==> src/rtl/i2s_sdi_tx.sv <==
`timescale 1ns/1ps
// I2S slave transmitter: shifts queued stereo PCM pairs out on sdi, MSB first, timed by
// the master's sck/ws, with a small valid/ready pair FIFO in front of the shifter.
module i2s_sdi_tx #(
    parameter int DW      = 24,
    parameter int SLOT_W  = 32,
    parameter int FIFO_AW = 2
) (
    input  logic             CLK,
    input  logic             RST,
    input  logic             en,
    input  logic             sck,
    input  logic             ws,
    output logic             sdi,
    input  logic             s_valid,
    output logic             s_ready,
    input  logic [DW-1:0]    s_left,
    input  logic [DW-1:0]    s_right,
    output logic [FIFO_AW:0] level,
    output logic             underrun
);
    localparam int DEPTH = 1 << FIFO_AW;
    localparam int CW    = $clog2(SLOT_W + 1);

    typedef enum logic [1:0] {IDLE, LEFT, RIGHT} state_e;

    // Push port: a pair is taken on every CLK edge where s_valid && s_ready are both high;
    // s_ready comes from registered occupancy only and never looks at s_valid.
    state_e              state_q, state_d;
    logic                sck_m_q, sck_m_d, sck_s_q, sck_s_d, sck_p_q, sck_p_d;
    logic                ws_m_q, ws_m_d, ws_s_q, ws_s_d;
    logic                wsl_q, wsl_d, start_q, start_d;
    logic [SLOT_W-1:0]   shreg_q, shreg_d;
    logic [DW-1:0]       r_hold_q, r_hold_d;
    logic [CW-1:0]       bit_cnt_q, bit_cnt_d;
    logic                underrun_q, underrun_d;
    logic [DW-1:0]       mem_l_q [DEPTH], mem_l_d [DEPTH];
    logic [DW-1:0]       mem_r_q [DEPTH], mem_r_d [DEPTH];
    logic [FIFO_AW-1:0]  wr_ptr_q, wr_ptr_d, rd_ptr_q, rd_ptr_d;
    logic [FIFO_AW:0]    count_q, count_d;
    logic                s_ready_q, s_ready_d;
    logic                sck_rise, sck_fall, load, fifo_empty, push, pop;

    always_comb begin
        sck_m_d  = sck;
        sck_s_d  = sck_m_q;
        sck_p_d  = sck_s_q;
        ws_m_d   = ws;
        ws_s_d   = ws_m_q;
        sck_rise = sck_s_q & ~sck_p_q;
        sck_fall = ~sck_s_q & sck_p_q;

        // ws is sampled on sck rise; a change arms the slot load for the next sck fall,
        // which gives the one-bit I2S delay between the ws edge and the MSB.
        wsl_d   = wsl_q;
        start_d = start_q;
        if (sck_rise) begin
            wsl_d = ws_s_q;
            if (ws_s_q != wsl_q) start_d = 1'b1;
        end
        load       = sck_fall & start_q;
        fifo_empty = (count_q == '0);
        push       = s_valid & s_ready_q;
        pop        = load & ~wsl_q & en & ~fifo_empty;

        state_d    = state_q;
        shreg_d    = shreg_q;
        r_hold_d   = r_hold_q;
        bit_cnt_d  = bit_cnt_q;
        underrun_d = 1'b0;
        if (load) begin
            start_d   = 1'b0;
            bit_cnt_d = '0;
            if (!wsl_q) begin
                state_d = LEFT;
                if (!fifo_empty) begin
                    shreg_d  = SLOT_W'(mem_l_q[rd_ptr_q]) << (SLOT_W - DW);
                    r_hold_d = mem_r_q[rd_ptr_q];
                end else begin
                    shreg_d    = '0;
                    r_hold_d   = '0;
                    underrun_d = en;
                end
            end else if (state_q != IDLE) begin
                state_d = RIGHT;
                shreg_d = SLOT_W'(r_hold_q) << (SLOT_W - DW);
            end
        end else if (sck_fall) begin
            if (bit_cnt_q < CW'(SLOT_W)) bit_cnt_d = bit_cnt_q + 1'b1;
            shreg_d = (bit_cnt_q < CW'(SLOT_W - 1)) ? (shreg_q << 1) : '0;
        end
        if (!en) begin
            state_d = IDLE;
            shreg_d = '0;
        end

        mem_l_d  = mem_l_q;
        mem_r_d  = mem_r_q;
        wr_ptr_d = wr_ptr_q;
        rd_ptr_d = rd_ptr_q;
        count_d  = count_q;
        if (push) begin
            mem_l_d[wr_ptr_q] = s_left;
            mem_r_d[wr_ptr_q] = s_right;
            wr_ptr_d          = wr_ptr_q + 1'b1;
        end
        if (pop) rd_ptr_d = rd_ptr_q + 1'b1;
        if (push && !pop) count_d = count_q + 1'b1;
        else if (pop && !push) count_d = count_q - 1'b1;
        s_ready_d = (count_d != (FIFO_AW + 1)'(DEPTH));
    end

    always_ff @(posedge CLK or posedge RST) begin
        if (RST) begin
            state_q    <= IDLE;
            sck_m_q    <= 1'b0;
            sck_s_q    <= 1'b0;
            sck_p_q    <= 1'b0;
            ws_m_q     <= 1'b0;
            ws_s_q     <= 1'b0;
            wsl_q      <= 1'b0;
            start_q    <= 1'b0;
            shreg_q    <= '0;
            r_hold_q   <= '0;
            bit_cnt_q  <= '0;
            underrun_q <= 1'b0;
            mem_l_q    <= '{default: '0};
            mem_r_q    <= '{default: '0};
            wr_ptr_q   <= '0;
            rd_ptr_q   <= '0;
            count_q    <= '0;
            s_ready_q  <= 1'b1;
        end else begin
            state_q    <= state_d;
            sck_m_q    <= sck_m_d;
            sck_s_q    <= sck_s_d;
            sck_p_q    <= sck_p_d;
            ws_m_q     <= ws_m_d;
            ws_s_q     <= ws_s_d;
            wsl_q      <= wsl_d;
            start_q    <= start_d;
            shreg_q    <= shreg_d;
            r_hold_q   <= r_hold_d;
            bit_cnt_q  <= bit_cnt_d;
            underrun_q <= underrun_d;
            mem_l_q    <= mem_l_d;
            mem_r_q    <= mem_r_d;
            wr_ptr_q   <= wr_ptr_d;
            rd_ptr_q   <= rd_ptr_d;
            count_q    <= count_d;
            s_ready_q  <= s_ready_d;
        end
    end

    assign sdi      = shreg_q[SLOT_W-1];
    assign s_ready  = s_ready_q;
    assign level    = count_q;
    assign underrun = underrun_q;

endmodule

==> config.mk <==
export PLATFORM = sky130hd
export DESIGN_NAME = i2s_sdi_tx
export DESIGN_NICKNAME = d
export VERILOG_FILES = /design/src/rtl/i2s_sdi_tx.sv
export SDC_FILE = /design/constraint.sdc
export NUM_CORES = 1
export LEC_CHECK = 0
export BUFFER_PORTS_ARGS = -buffer_cell sky130_fd_sc_hd__clkbuf_2
export CAP_MARGIN = 5
export CELL_PAD_IN_SITES_DETAIL_PLACEMENT = 1
export CELL_PAD_IN_SITES_GLOBAL_PLACEMENT = 1
export CORE_MARGIN = 4
export CORE_UTILIZATION = 45
export CTS_BUF_LIST = sky130_fd_sc_hd__clkbuf_8
export DETAILED_ROUTE_END_ITERATION = 16
export GPL_ROUTABILITY_DRIVEN = 0
export PLACE_DENSITY = 0.76
export SLEW_MARGIN = 20
export SYNTH_ARGS = -nofsm -noshare
export SYNTH_HDL_FRONTEND = slang
export SYNTH_SLANG_ARGS = --single-unit
==> constraint.sdc <==
create_clock -name CLK -period 8 [get_ports CLK]
set_clock_uncertainty 0.05 [all_clocks]
set_input_delay 0.4 -clock CLK [delete_from_list [all_inputs] [get_ports CLK]]
set_output_delay 0.4 -clock CLK [all_outputs]
set_load 0.005 [all_outputs]
==> results.md, run 1 <==
* Clock power frac at 0.235
* CTS Root Buffer Type: clkbuf_8
* CTS Buffer Depth at 3
* Reg-to-Reg Start: s_ready
* Die Wd at 168 um
* Initial antenna violation count at 1
* Global-route wire length before repair at 45700 um
* Initial core utilization at 0.458
* Yosys cell types at 46
* Register share of total power at 0.433
* CTS tree: yes
* Psw at 1.64 mW
* Vias at 6910
* Fin area at 13100 um2
* CP arrival at 2.90 ns
* Run status: completed
* Util after Layout at 0.520
* Final period util at 0.314
* Leak at 5.81 nW
* CP Launch Type: flip-flop
* Skew-Pair Late Insertion Delay at 0.55 ns
* CP Max Fanout at 28
* Share of cells above drive strength 1 at 0.462
* Final setup violation count at 0
* Slew headroom at 0.291
* Final WL at 28100 um
* Total Nets Final at 889
* Worst Tran Pin Value at 1.06 ns
* Clock Pin Slew Worst Setup and Hold Paths at 0.06 ns
* Vias/cell at 5.80
* Required time worst endpoint at 8.39 ns
* PostCTS Resize Cnt at 0
* Ys flop type: dfrtp_1
* Final setup TNS at 0 ns
* Post-synthesis average cell area at 15.3 um2
* Max-cap violations at 0
* Clk sinks at 264
* Logic gate share of total power at 0.332
* Overflow after GRT at 0
* Final hold violation count at 0
* Antenna Nets Post-Route at 0
* GRT Util Overall at 0.202
* Max VDD drop at 153 uV
* Htree depth at 2
* Setup Fix Bufs, Post-CTS at 0
* Residual DRC at 0
* Sw frac at 0.307
* CP startpoint: s_ready
* Vias in the first global route at 7999
* WL/cell at 23.6 um
* Synth area leaders: dfrtp_1, mux2_2, mux4_2
* Max Clock Freq at 398 MHz
* Share of the synthesized area in the top cell type at 0.569
* Die Height at 168 um
* Power Internal at 3.70 mW
* Largest area contributor in the netlist: dfrtp_1
* Layout area overhead at 13.6%
* Seq cells post-synth at 264
* Pin count of the biggest net entering global routing at 138
* Synth Warn # at 0
* Worst hold slack at 0.0246 ns
* Mapped Nets at 816
* DP HPWL at 17300 um
* IO Count at 60
* Worst setup EP type: flip-flop
* Initial DRC Count at 417
* IO Port Bufs at 59
* Die area at 28300 um2
* Pwr Density at 406 nW/um2
* Synthesized area at 11600 um2
* Drt first pass iters at 4
* Synthesized netlist cell count at 754
* Core ar. at 25300 um2
* Placed inst area at 12100 um2
* Async S/R FF share, synth at 1.00
* Row Count at 58
* Tmin final at 2.51 ns
* Post-synth EDFFs at 0
* Tightest Hold Check Type: in -> async
* RSZ-0062 raised after global routing: false
* Cts bufs inserted at 46
* Seq/Total Area, Yosys at 0.571
* Slew Limit Fails at 0
* Fill cells at 2454
* Crit Path Category: reg -> reg
placed cells by master, fill, tap and decap left out, types with 3 or more instances in the layout:
cell type / count
mux4_2: 48
a21oi_1: 9
xor2_1: 3
clkbuf_8: 60
a221oi_1: 3
nor3_1: 3
nor2_1: 13
a22o_1: 46
nand2_1: 10
a221o_1: 20
xnor2_1: 3
ha_1: 8
inv_1: 24
o21ai_0: 7
nand2_2: 4
mux2_2: 193
clkbuf_2: 59
dfrtp_1: 261
o32ai_1: 3
clkinv_2: 5
and2_1: 22
buf_4: 13
and3_1: 3
Yosys cell counts (2+ instances only):
cell	n
a21oi_1	9
a221o_1	20
a221oi_1	3
a22o_1	46
and2_1	22
and3_1	3
buf_1	3
buf_12	2
buf_2	29
clkbuf_1	14
dfrtp_1	263
ha_1	8
inv_1	12
mux2_2	193
mux4_2	48
nand2_1	14
nand2b_1	2
nand3_1	3
nor2_1	13
nor2b_1	2
nor3_1	3
nor4_1	3
o211ai_1	2
o21ai_0	7
o31ai_1	2
o32ai_1	3
or3_1	2
xnor2_1	3
xor2_1	3
layout make-up:
| cell class | count | area (um2) | share of cell area |
|---|---|---|---|
| Tap cell | 330 | 413 | 0.0314 |
| Sequential cell | 264 | 6610 | 0.503 |
| Multi-Input combinational cell | 428 | 4670 | 0.355 |
| Clock buffer | 60 | 826 | 0.0629 |
| Timing Repair Buffer | 75 | 433 | 0.0329 |
| Inverter | 12 | 52.6 | 0.00400 |
| Clock inverter | 22 | 130 | 0.00990 |
| Antenna cell | 1 | 2.50 | 0.000190 |
sequential cells by signal (all words and copies together), names as in the netlist, 2 cells and up:
name	cells
state_q	2
rd_ptr_q	2
bit_cnt_q	6
shreg_q	24
wr_ptr_q	2
mem_l_q	96
r_hold_q	24
level	3
mem_r_q	96
what timing repair did:
item	in CTS	in global routing
hold buffers	2	0
endpoints found under the setup margin	0	0
hold endpoints to repair	2	0
metal layers:
| metal | global-route usage | share of wire |
|---|---|---|
| met2 | 0.339 | 0.50 |
| met4 | 0.0593 | 0.019 |
| met5 | 0 | 0 |
| met1 | 0.273 | 0.44 |
| met3 | 0.0362 | 0.038 |
metrics by stage:
stage                     setup WS [ns]  instances  total power, mW
after global placement             5.39       1106             3.93
after detailed placement           5.45       1106             4.10
after floorplan                   0.283        754             3.62
final                              5.49       1192             5.33
after CTS                          5.45       1190             5.37
after global routing               5.39       1192             5.65
critical path: stages (launching register included):
cell,delay (ns)
dfstp_2,0.54
and2_1,0.43
nand2_2,0.54
buf_4,0.47
mux2_2,0.34
cell families after synthesis:
kind of cell    synth area share
simple gates              0.0350
mux                        0.281
buf+inv                   0.0270
flops                      0.571
fa+ha+maj                0.00865
xor+xnor                 0.00454
compound gates            0.0722
power groups by stage:
stage / clock [mW] / combinational (mW) / sequential [mW]
global route: 1.36 / 1.91 / 2.39
global placement: 0 / 1.63 / 2.30
floorplan: 0 / 1.47 / 2.15
finish: 1.25 / 1.77 / 2.31
CTS: 1.28 / 1.74 / 2.36
detailed placement: 0 / 1.72 / 2.37
path summary, 6_finish.rpt:
path	end	slack [ns]	cells past startpoint
worst min-delay path	mem_r_q[16]	0.02	2
worst max-delay path	mem_l_q[90]	5.49	4
min in group CLK	mem_r_q[40]	0.07	2
worst min register to register	ws_s_q	0.31	0
max in group asynchronous	mem_l_q[1]	6.33	3
worst max register to register	mem_l_q[90]	5.49	4
Note: power is estimated with default switching activity, not from simulation.
==> run 2, diff against run 1 <==
Settings changed: PLACE_DENSITY 0.76 to 0.73.
Clock period 8 ns to 2.4 ns, I/O delays scaled along.
==> results.md, run 2 (synthesis results as in run 1) <==
* Run status: completed
* Final setup violation count at 0
* RSZ-0062 raised after global routing: false
* PostCTS Resize Cnt at 0
* Clock Pin Slew Worst Setup and Hold Paths at 0.06 ns
* DP HPWL at 18000 um
* IO Count at 60
* GRT Util Overall at 0.201
* Leak at 6.10 nW
* IO Port Bufs at 59
* Vias at 7087
* Row Count at 58
* Global-route wire length before repair at 45000 um
* Max Clock Freq at 472 MHz
* WL/cell at 22.2 um
* Post-Place Cells at 1124
* Overall power at 17.6 mW
* Worst Tran Pin Value at 0.561 ns
* Setup Fix Bufs, Post-CTS at 0
* Initial antenna violation count at 1
* Final hold violation count at 0
* Final period util at 0.882
* Antenna Nets Post-Route at 0
* Pwr Density at 1280 nW/um2
* Vias in the first global route at 8050
* Top Metal Used: met4
* Die area at 28300 um2
* Clk sinks at 264
* Tightest Hold Check Type: in -> reg
* M1 WL at 11900 um
* CP Max Fanout at 6
* CP arrival at 2.52 ns
* Residual DRC at 0
* Worst hold slack at 0.110 ns
* Core ar. at 25300 um2
* Overflow after GRT at 0
* Pin count of the biggest net entering global routing at 103
* Die Height at 168 um
* Total Nets Final at 955
* Slew headroom at 0.623
* Most frequent cells in the layout: dfrtp_1, mux2_2, clkbuf_2
* Tmin final at 2.12 ns
* Max-cap violations at 0
* CTS tree: yes
* Hold Path Depth at 4
* Layout area overhead at 19.1%
* Htree depth at 2
* Drt first pass iters at 4
* Worst setup EP type: flip-flop
* Slew Limit Fails at 0
* Max VDD drop at 657 uV
* Biggest regs: mem_l_q: 96 flops, mem_r_q: 96 flops
* Worst r2r path cells at 7
* Vias/cell at 5.65
* Initial core utilization at 0.458
* CTS Buffer Depth at 3
* Share of cells above drive strength 1 at 0.438
* CTS Root Buffer Type: clkbuf_8
* R2R setup slack at 0.28 ns
* Initial DRC Count at 380
* Die Wd at 168 um
* Met3 wire length at 1500 um
* Cts bufs inserted at 45
* Skew-Pair Late Insertion Delay at 0.56 ns
* CP Launch Type: flip-flop
* Commonest non-fill, non-tap cell in the layout: dfrtp_1
* Met2 wire len at 13900 um
* Final Non-Filler Cells at 1255
* Final WL at 27900 um
* Required time worst endpoint at 2.80 ns
* Crit Path Category: reg -> reg
[run 2: changes by cell type in the layout (fill, tap and decap cells not counted), sizes merged]
cell / previous run / this run
clkinvlp: 0 / 1
bufinv: 1 / 0
dlygate4sd3: 2 / 52
inv: 27 / 31
buf: 14 / 31
clkinv: 6 / 2
clkbuf: 119 / 115
[run 2: report_power, final]
part,switching [mW],leakage [nW],internal [mW]
registers,1.16,3.21,6.46
clock network,1.76,0.517,2.10
logic,2.45,2.38,3.71
total,5.37,6.10,12.3
[run 2: repair_timing]
| action | CTS | global route |
|---|---|---|
| setup endpoints to repair | 0 | 0 |
| hold buffers | 52 | 0 |
| endpoints found under the hold margin | 459 | 0 |
[run 2: final cells by class]
class                      instances  area [um2]
antenna                            1        2.50
clock buffer                      56         771
clock inverter                    22         101
fill                            2422       11500
inverter                          12        48.8
multi-input combinational        428        4660
sequential                       264        6610
tap                              330         413
timing repair buffer             142        1160
[run 2: through the flow]
| stage | worst slack (ns) | instance area [um2] | utilization | TNS [ns] |
|---|---|---|---|---|
| CTS | 0.285 | 13800 | 0.545 | 0 |
| detailed placement | 0.300 | 12400 | 0.490 | 0 |
| global route | 0.167 | 13800 | 0.545 | 0 |
| floorplan | -1.25 | 11600 | - | -329.79 |
| global placement | 0.409 | 12400 | 0.490 | 0 |
| finish | 0.282 | 13800 | 0.545 | 0 |
[run 2: critical path, stage by stage, from the launching register on]
cell      delay (ns)
dfrtp_1         0.43
inv_1           0.12
ha_1            0.21
nor2b_1         0.17
buf_4           0.18
nor4_2          0.53
a22o_1          0.24
o211ai_1        0.09
[run 2: path summary, 6_finish.rpt]
check / from / endpoint
max: level[0] / s_ready
min: s_valid / wr_ptr_q[0]
max reg2reg: level[0] / s_ready
min reg2reg: ws_m_q / ws_s_q
max in group asynchronous: RST / mem_l_q[76]
min in group asynchronous: RST / mem_r_q[15]
[run 2: layer usage]
| metal | up-vias | GRT usage |
|---|---|---|
| li1 | 3124 | - |
| met1 | 3766 | 0.267 |
| met4 | 0 | 0.0554 |
| met2 | 159 | 0.341 |
| met5 | - | 0 |
| met3 | 38 | 0.0350 |
==> run 3, diff against run 2 <==
Settings changed: ABC_AREA from default to 1, CORE_MARGIN 4 to default, PLACE_DENSITY 0.73 to 0.8.
==> results.md, run 3 <==
* Run status: completed
* CP arrival at 2.23 ns
* Async S/R FF share, synth at 1.00
* Initial antenna violation count at 0
* Final worst setup slack at 0.502 ns
* Max VDD drop at 653 uV
* Residual DRC at 0
* Sw frac at 0.398
* Share of cells above drive strength 1 at 0.110
* Pin count of the biggest net entering global routing at 97
* Initial core utilization at 0.461
* Required time worst endpoint at 2.74 ns
* Leak at 6.71 nW
* Htree depth at 2
* Seq/Total Area, Yosys at 0.565
* Final setup violation count at 0
* Tightest Hold Check Type: in -> async
* Pwr Density at 1260 nW/um2
* Final hold violation count at 0
* Mapped Nets at 1423
* CP Max Fanout at 64
* Synth Warn # at 0
* Vias/cell at 5.41
* GRT Util Overall at 0.260
* Worst Tran Pin Value at 0.693 ns
* Global-route wire length before repair at 55300 um
* Die Height at 163 um
* Worst setup EP type: flip-flop
* DP HPWL at 20300 um
* Layout area overhead at 16.7%
* WL/cell at 18.0 um
* Post-synth EDFFs at 0
* Synthesized area at 11700 um2
* Register share of total power at 0.430
* Skew-Pair Late Insertion Delay at 0.57 ns
* Synth area leaders: dfrtp_1, o21ai_0, nand2_1
* RSZ-0062 raised after global routing: false
* Post-synthesis average cell area at 8.59 um2
* Max-cap violations at 0
* Top Metal Used: met4
* Biggest regs: mem_l_q: 96 flops, mem_r_q: 96 flops
* Cell with the most instances after synthesis: nand2_1
* CTS Buffer Depth at 3
* Ys flop type: dfrtp_1
* CTS Root Buffer Type: clkbuf_8
* Vias at 9849
* Overall power at 17.2 mW
* CP Launch Type: flip-flop
* CTS tree: yes
* Antenna cells at 0
* Cts bufs inserted at 46
* R2R setup slack at 0.50 ns
* Slew headroom at 0.537
* Met3 wire length at 969 um
* Yosys cell types at 34
* Die Wd at 163 um
* Die area at 26600 um2
* Clk sinks at 264
* IO Count at 60
* Vias in the first global route at 10800
* Row Count at 58
* Slew Limit Fails at 0
* Total Nets Final at 1522
* Met2 wire len at 16100 um
* Final period util at 0.791
* Largest area contributor in the netlist: dfrtp_1
* Logic gate share of total power at 0.353
* Tmin final at 1.90 ns
* Most frequent cells after synthesis: nand2_1, o21ai_0, dfrtp_1, nor2_1, nand3_1
* Share of the synthesized area in the top cell type at 0.563
* Psw at 6.86 mW
* Final WL at 32700 um
* Commonest non-fill, non-tap cell in the layout: nand2_1
* Most frequent cells in the layout: nand2_1, o21ai_0, dfrtp_1
* IO Port Bufs at 59
* Max Clock Freq at 527 MHz
* Power Internal at 10.4 mW
* M1 WL at 14800 um
* Initial DRC Count at 613
* Crit Path Category: reg -> reg
* Dpl ws at 0.608 ns
* Antenna Nets Post-Route at 0
* Synthesized netlist cell count at 1361
* Drt first pass iters at 4
* Setup Fix Bufs, Post-CTS at 0
* Overflow after GRT at 0
* Clock Pin Slew Worst Setup and Hold Paths at 0.06 ns
* Clock power frac at 0.217
* Seq cells post-synth at 264
* Core ar. at 25300 um2
## run 3: changes by cell type after synthesis, moves of 22 or more
cell      change
a22o_1       -24
and2_1       -22
clkbuf_1     +23
inv_1        +57
mux2_2      -193
mux4_2       -48
nand2_1     +307
nand3_1      +71
nor2_1      +122
o21ai_0     +298
o22ai_1      +24
## run 3: power by group through the flow
stage,sequential (mW),combinational [mW],clock [mW]
2_1_floorplan,7.04,4.33,0
3_3_place_gp,7.36,5.69,0
3_5_place_dp,7.45,6.02,0
4_1_cts,7.41,6.13,3.83
5_1_grt,7.62,6.94,4.02
6_report,7.41,6.08,3.74
## run 3: final timing paths
kind                       startpoint     endpoint  cells past startpoint
max in group asynchronous         RST  mem_l_q[37]                      4
min                               RST  mem_r_q[63]                      3
min in group CLK                   ws       ws_m_q                      2
max                           s_ready  mem_r_q[93]                      6
min reg2reg                   sck_m_q      sck_p_d                      0
max reg2reg                   s_ready  mem_r_q[93]                      6
## run 3: area by class of cell
| type | count | area [um2] |
|---|---|---|
| repair buffers | 143 | 1180 |
| clock inverters | 26 | 113 |
| multi-input cells | 930 | 4330 |
| clock buffers | 51 | 702 |
| inverters | 75 | 285 |
| well taps | 330 | 413 |
| flip-flops and latches | 264 | 6610 |
| fillers | 3012 | 11700 |
## run 3: critical path: stages, from the launching register on
cell	delay [ns]
dfstp_2	0.53
nand2_1	0.12
inv_1	0.27
nand2_2	0.09
buf_4	0.30
nand2_1	0.15
o21ai_0	0.13
## run 3: through the flow
step | util | TNS (ns) | std cells | hold WS (ns) | instance area [um2]
after floorplan | - | -329.79 | 1361 | 0.101 | 11700
after global placement | 0.485 | 0 | 1689 | 0.180 | 12300
after detailed placement | 0.485 | 0 | 1689 | 0.185 | 12300
after CTS | 0.539 | 0 | 1819 | 0.130 | 13600
after global routing | 0.539 | 0 | 1819 | 0.164 | 13600
final | 0.539 | 0 | 1819 | 0.165 | 13600
## run 3: logic make-up (layout without fill, tap and decap cells)
group                    Yosys count  count (layout)  synth area share
buffers and inverters            167             295            0.0645
XOR/XNOR                           5               5           0.00375
AO/OA/AOI/OAI                    374             374             0.171
adder cells (fa/ha/maj)            8               8           0.00857
AND/OR/NAND/NOR                  543             543             0.187
flip-flops                       264             264             0.565
## run 3: layer usage
layer,track usage,up-vias
met5,0,-
met4,0.0905,0
met3,0.0338,60
met2,0.447,158
met1,0.337,4953
li1,-,4678
## run 3: timing repair
item / CTS / global route
hold endpoints to repair: 220 / 0
resized for setup: 0 / 0
hold buffers: 53 / 0
